--- config.mk ---
export PLATFORM = sky130hd
export DESIGN_NAME = mem_access_unit_flat
export DESIGN_NICKNAME = d
export VERILOG_FILES = /design/src/rtl/mem_access_unit_pkg.sv /design/src/rtl/mem_access_unit_if.sv /design/src/rtl/mem_access_unit_timeout_counter.sv /design/src/rtl/mem_access_unit.sv /design/src/flat_wrapper.sv
export SDC_FILE = /design/constraint.sdc
export NUM_CORES = 1
export LEC_CHECK = 0
export ABC_CLOCK_PERIOD_IN_PS = 2800
export CAP_MARGIN = 40
export CELL_PAD_IN_SITES_DETAIL_PLACEMENT = 1
export CELL_PAD_IN_SITES_GLOBAL_PLACEMENT = 1
export CORE_MARGIN = 1
export CORE_UTILIZATION = 25
export DETAILED_ROUTE_END_ITERATION = 12
export PLACE_DENSITY_LB_ADDON = 0.08
export SLEW_MARGIN = 20
export SYNTH_ARGS = -nofsm -noshare
export SYNTH_HDL_FRONTEND = slang
export SYNTH_HIERARCHICAL = 1
export SYNTH_SLANG_ARGS = --single-unit
--- constraint.sdc ---
create_clock -name clk -period 2.8 [get_ports clk]
set_clock_uncertainty 0.1 [all_clocks]
set_input_delay 0.7 -clock clk [delete_from_list [all_inputs] [get_ports clk]]
set_output_delay 0.7 -clock clk [all_outputs]
set_load 0.01 [all_outputs]
--- src/rtl/mem_access_unit_pkg.sv ---
// Shared constants for the memory access unit: FSM state encoding, error codes
// and default bus widths.
package mem_access_unit_pkg;

    localparam int DEF_AW = 8;
    localparam int DEF_DW = 8;

    localparam logic [1:0] ST_IDLE = 2'd0;
    localparam logic [1:0] ST_REQ  = 2'd1;
    localparam logic [1:0] ST_DONE = 2'd2;

    localparam logic [1:0] ERR_OK      = 2'b00;
    localparam logic [1:0] ERR_RANGE   = 2'b01;
    localparam logic [1:0] ERR_TIMEOUT = 2'b10;

endpackage

--- src/rtl/mem_access_unit_if.sv ---
// Request/acknowledge memory port between the access unit (master) and the RAM (slave).
interface mem_access_unit_if #(
    parameter int AW = 8,
    parameter int DW = 8
);
    logic          mem_req;
    logic          mem_we;
    logic [AW-1:0] mem_addr;
    logic [DW-1:0] mem_wdata;
    logic [DW-1:0] mem_rdata;
    logic          mem_ack;

    modport master (
        output mem_req,
        output mem_we,
        output mem_addr,
        output mem_wdata,
        input  mem_rdata,
        input  mem_ack
    );

    modport slave (
        input  mem_req,
        input  mem_we,
        input  mem_addr,
        input  mem_wdata,
        output mem_rdata,
        output mem_ack
    );
endinterface

--- src/rtl/mem_access_unit_timeout_counter.sv ---
// Bus timeout timer: down-counter reloaded while cleared, flags expiry on the
// TIMEOUT-th enabled cycle (terminal count reached).
module timeout_counter #(
    parameter int TIMEOUT = 16
) (
    input  logic clk,
    input  logic rst,
    input  logic clear,
    input  logic enable,
    output logic expired
);

    localparam int CW = (TIMEOUT > 1) ? $clog2(TIMEOUT) : 1;
    localparam logic [CW-1:0] LOAD = CW'(TIMEOUT - 1);

    logic [CW-1:0] cnt;

    always_ff @(posedge clk or posedge rst) begin
        if (rst) begin
            cnt <= LOAD;
        end else if (clear) begin
            cnt <= LOAD;
        end else if (enable && (cnt != '0)) begin
            cnt <= cnt - 1'b1;
        end
    end

    // Terminal count: this is the last cycle the request may wait for an ack.
    assign expired = (cnt == '0);

endmodule

--- src/rtl/mem_access_unit.sv ---
// Memory access unit: MAR/MDR register pair driving one read or write transaction
// on a req/ack memory port, with range check, auto-increment and bus timeout.
module mem_access_unit
    import mem_access_unit_pkg::*;
#(
    parameter int AW      = DEF_AW,
    parameter int DW      = DEF_DW,
    parameter int DEPTH   = 256,
    parameter int TIMEOUT = 16
) (
    input  logic          clk,
    input  logic          rst,
    input  logic          start,
    input  logic          we,
    input  logic          incr,
    input  logic [AW-1:0] addr_in,
    input  logic [DW-1:0] wdata,
    output logic          busy,
    output logic          done,
    output logic [1:0]    err,
    output logic [AW-1:0] mar_out,
    output logic [DW-1:0] mdr_out,
    mem_access_unit_if.master mem
);

    localparam logic [AW:0]   LIMIT = (AW+1)'(DEPTH);
    localparam logic [AW-1:0] LAST  = AW'(DEPTH - 1);

    logic [1:0]    state;
    logic [AW-1:0] mar;
    logic [DW-1:0] mdr;
    logic [DW-1:0] wdata_q;
    logic          req_q;
    logic          we_q;
    logic [1:0]    err_q;
    logic [AW-1:0] sel_addr;
    logic          in_range;
    logic          expired;

    always_comb begin
        sel_addr = addr_in;
        if (incr) begin
            sel_addr = (mar == LAST) ? '0 : mar + 1'b1;
        end
        in_range = ({1'b0, sel_addr} < LIMIT);
    end

    timeout_counter #(
        .TIMEOUT (TIMEOUT)
    ) u_timeout (
        .clk     (clk),
        .rst     (rst),
        .clear   (state != ST_REQ),
        .enable  ((state == ST_REQ) && !mem.mem_ack),
        .expired (expired)
    );

    always_ff @(posedge clk or posedge rst) begin
        if (rst) begin
            state   <= ST_IDLE;
            mar     <= '0;
            mdr     <= '0;
            wdata_q <= '0;
            req_q   <= 1'b0;
            we_q    <= 1'b0;
            err_q   <= ERR_OK;
        end else begin
            case (state)
                ST_IDLE: begin
                    if (start) begin
                        mar     <= sel_addr;
                        wdata_q <= wdata;
                        if (in_range) begin
                            err_q <= ERR_OK;
                            req_q <= 1'b1;
                            we_q  <= we;
                            state <= ST_REQ;
                        end else begin
                            err_q <= ERR_RANGE;
                            state <= ST_DONE;
                        end
                    end
                end
                ST_REQ: begin
                    // Ack takes priority over a timeout landing on the same edge.
                    if (mem.mem_ack) begin
                        if (!we_q) begin
                            mdr <= mem.mem_rdata;
                        end
                        req_q <= 1'b0;
                        we_q  <= 1'b0;
                        state <= ST_DONE;
                    end else if (expired) begin
                        req_q <= 1'b0;
                        we_q  <= 1'b0;
                        err_q <= ERR_TIMEOUT;
                        state <= ST_DONE;
                    end
                end
                ST_DONE: begin
                    state <= ST_IDLE;
                end
                default: begin
                    state <= ST_IDLE;
                end
            endcase
        end
    end

    assign busy          = (state != ST_IDLE);
    assign done          = (state == ST_DONE);
    assign err           = err_q;
    assign mar_out       = mar;
    assign mdr_out       = mdr;
    assign mem.mem_req   = req_q;
    assign mem.mem_we    = we_q;
    assign mem.mem_addr  = mar;
    assign mem.mem_wdata = wdata_q;

endmodule

--- src/flat_wrapper.sv ---
// flat-port wrapper written by rule: the top's interface ports become plain ports
module mem_access_unit_flat import mem_access_unit_pkg::*;
#(
    parameter int AW      = DEF_AW,
    parameter int DW      = DEF_DW,
    parameter int DEPTH   = 256,
    parameter int TIMEOUT = 16
)
  (clk, rst, start, we, incr, addr_in, wdata, busy, done, err, mar_out, mdr_out, mem_mem_req, mem_mem_we, mem_mem_addr, mem_mem_wdata, mem_mem_rdata, mem_mem_ack);
  mem_access_unit_if #(.AW(AW), .DW(DW)) mem_i ();
  input  logic clk;
  input  logic rst;
  input  logic start;
  input  logic we;
  input  logic incr;
  input  logic [AW-1:0] addr_in;
  input  logic [DW-1:0] wdata;
  output logic busy;
  output logic done;
  output logic [1:0] err;
  output logic [AW-1:0] mar_out;
  output logic [DW-1:0] mdr_out;
  output wire logic [$bits(mem_i.mem_req)-1:0] mem_mem_req;
  output wire logic [$bits(mem_i.mem_we)-1:0] mem_mem_we;
  output wire logic [$bits(mem_i.mem_addr)-1:0] mem_mem_addr;
  output wire logic [$bits(mem_i.mem_wdata)-1:0] mem_mem_wdata;
  input wire logic [$bits(mem_i.mem_rdata)-1:0] mem_mem_rdata;
  input wire logic [$bits(mem_i.mem_ack)-1:0] mem_mem_ack;
  assign mem_mem_req = mem_i.mem_req;
  assign mem_mem_we = mem_i.mem_we;
  assign mem_mem_addr = mem_i.mem_addr;
  assign mem_mem_wdata = mem_i.mem_wdata;
  assign mem_i.mem_rdata = mem_mem_rdata;
  assign mem_i.mem_ack = mem_mem_ack;
  mem_access_unit #(.AW(AW), .DW(DW), .DEPTH(DEPTH), .TIMEOUT(TIMEOUT)) u_core (.clk(clk), .rst(rst), .start(start), .we(we), .incr(incr), .addr_in(addr_in), .wdata(wdata), .busy(busy), .done(done), .err(err), .mar_out(mar_out), .mdr_out(mdr_out), .mem(mem_i));
endmodule
==> run summary <==
WP data arrival - 1590 ps
CTS buffer count - 5
VDD IR max - 383 µV
multi-input logic area - 699 µm²
number of distinct library cells after synthesis - 38
cells after synthesis - 166
DRT Pass-1 Iters - 4
initial antenna violation count - 0
leading area contributor after synthesis - dfrtp_1
Pleak - 1.01 nW
GRT Resource Usage Total - 0.140
Die X - 83.0 µm
syn nets - 198
Critical Path Source Type - register
Clock Latency Late Sink - 280 ps
port bufs - 66
post-layout net count - 260
post-route setup slack - 414 ps
Clk pin slew, worst setup/hold paths - 70 ps
Worst Setup EP - busy
slew margin rel. - 0.605
layout cells sized above 1 - 0.122
Worst Setup Path Type - reg2out
cells taking the most area after synthesis - dfrtp_1 (44%), dfstp_2 (6.4%), nand2_1 (6.4%), buf_4 (4.1%), mux2_2 (4.1%)
maximum buffer depth of the clock tree - 2
Hold Fails Final Rpt - 0
top-area cell type share of the netlist area - 0.443
vias in the first global route - 1525
syn avg cell area - 9.87 µm²
reg2reg end - u_core/u_timeout/cnt[3]
initial DRC count - 37
H-tree depth - 2
die area - 0.00688 mm²
fin crit share - 0.852
clock net sink count - 33
Pins Over Slew Limit - 0
r2r worst-path depth - 4
max_cap viols - 0
pwr/cell area - 927 mW/mm²
Power, Total - 2.24 mW
initial core utilization - 0.258
most frequent cells in the layout - clkdlybuf4s50_1 (66), dfrtp_1 (29), nand2_1 (28)
Post-DP HPWL - 3.46 mm
Max FO, Critical Path - 8
gp weighted congestion - 0.710
via count - 1463
CTS tree - yes
Critical Path RT - 2000 ps
largest net degree at the start of global routing - 21
register area share after synthesis - 0.507
RR Startpoint - u_core/state[1]
Setup Fix Bufs, Post-CTS - 0
Worst-Margin Slew - 591 ps
Wirelength per Cell - 14.8 µm
antenna fix cells - 0
FILL cells - 722
final design utilization - 0.381
crit path time final - 2390 ps
die height - 83.0 µm
flop-to-flop setup slack - 810 ps
vias per inst - 4.78
# setup viols final - 0
Synth-to-Final Area Change - 47.6%
Post-CTS Resized - 0
Antenna Nets Post-Route - 0
leading cell type in the layout, fill and taps excluded - clkdlybuf4s50_1
crit path capture type - output pin
Yosys reg bits - 33
Post-Route WL - 4.52 mm
Hold WS - 376 ps
Sequential Area - 831 µm²
CTS Hold Bufs - 0
RSZ-0062 raised after global routing - false
setup TNS - 0 ps
gr ovfl total - 0
Rows - 29
first-pass GRT wire length - 7.60 mm
fmax - 0.419 GHz
# DRC - 0
Synth Cell Area - 0.00164 mm²
CORE AREA - 0.00635 mm²
Hold/Removal Path Class - reg2reg
outcome - finished clean
I/O Pins - 68
pre-CTS setup slack - 346 ps
YS warnings - 6
Crit. Startpoint - u_core/state[0]
CTS root buf - clkbuf_8
[state kept, by name, summed over array words and instances (netlist names)]
| register | flops |
|---|---|
| u_core/mem.mem_we | 1 |
| u_core/mar_out | 8 |
| u_core/mdr_out | 8 |
| u_core/state | 2 |
| u_core/u_timeout/cnt | 4 |
| u_core/mem.mem_req | 1 |
| u_core/err | 1 |
| u_core/mem.mem_wdata | 8 |
[routing by layer]
layer  vias to the layer above  part of all wire  wire (µm)  global-route usage
li1                        692                 -          -                   -
met1                       716              0.41       1870               0.161
met2                        50              0.52       2360               0.255
met3                         5             0.052        233              0.0378
met4                         0             0.011         51              0.0376
met5                         -                 0          0                   0
[Yosys cell counts (all sizes together)]
cell	n
a211o	2
a211oi	1
a21bo	1
a21o	1
a21oi	9
a22o	1
a2bb2oi	3
and3	3
buf	13
clkbuf	1
conb	1
dfrtp	29
dfstp	4
ha	2
inv	6
mux2	8
mux2i	2
nand2	28
nand2b	2
nand3	7
nand4	1
nor2	9
nor2b	5
nor3	2
nor3b	4
nor4	2
o211ai	1
o21ai	11
o22ai	3
o31ai	1
or2	1
or3b	1
or4b	1
[stage by stage]
step,area (µm²),cells
2_1_floorplan,1640,166
3_3_place_gp,2330,298
3_5_place_dp,2330,298
4_1_cts,2420,306
5_1_grt,2420,306
6_report,2420,306
[kinds of logic after synthesis]
| group | Yosys count | share of synthesized area |
|---|---|---|
| AOI/OAI and AO/OA | 34 | 0.129 |
| adders and majority gates | 2 | 0.0153 |
| buffers and inverters | 20 | 0.0695 |
| DFF | 33 | 0.507 |
| muxes | 10 | 0.0672 |
| other | 1 | 0.00229 |
| and+or+nand+nor | 66 | 0.210 |
[report_power, final]
| group | switching [mW] | internal (mW) | total, mW |
|---|---|---|---|
| logic | 0.426 | 0.611 | 1.04 |
| registers | 0.195 | 0.660 | 0.855 |
| clock network | 0.179 | 0.171 | 0.350 |
[worst max-delay path: stages (launching register included)]
cell and delay [ps]:
dfrtp_1 490, or2_2 340, clkdlybuf4s50_1 480
[how the worst min path moves through the flow]
| stage | from | end | slack (ps) | depth (start not counted) |
|---|---|---|---|---|
| floorplan | u_core/u_timeout/cnt[1] | u_core/u_timeout/cnt[1] | 410 | 2 |
| global placement | u_core/mem.mem_wdata[2] | u_core/mem.mem_wdata[2] | 360 | 2 |
| detailed placement | u_core/mem.mem_wdata[2] | u_core/mem.mem_wdata[2] | 370 | 2 |
| CTS | u_core/mem.mem_wdata[2] | u_core/mem.mem_wdata[2] | 390 | 2 |
| global route | u_core/mdr_out[5] | u_core/mdr_out[5] | 430 | 1 |
| finish | u_core/mem.mem_wdata[2] | u_core/mem.mem_wdata[2] | 380 | 2 |
[layout make-up]
| type | instances | share of cell area |
|---|---|---|
| Sequential cell | 33 | 0.344 |
| Multi-Input combinational cell | 113 | 0.289 |
| Timing Repair Buffer | 69 | 0.282 |
| Tap cell | 77 | 0.0398 |
| Clock buffer | 5 | 0.0285 |
| Inverter | 6 | 0.00931 |
| Clock inverter | 3 | 0.00724 |
Note: power is estimated with default switching activity, not from simulation.
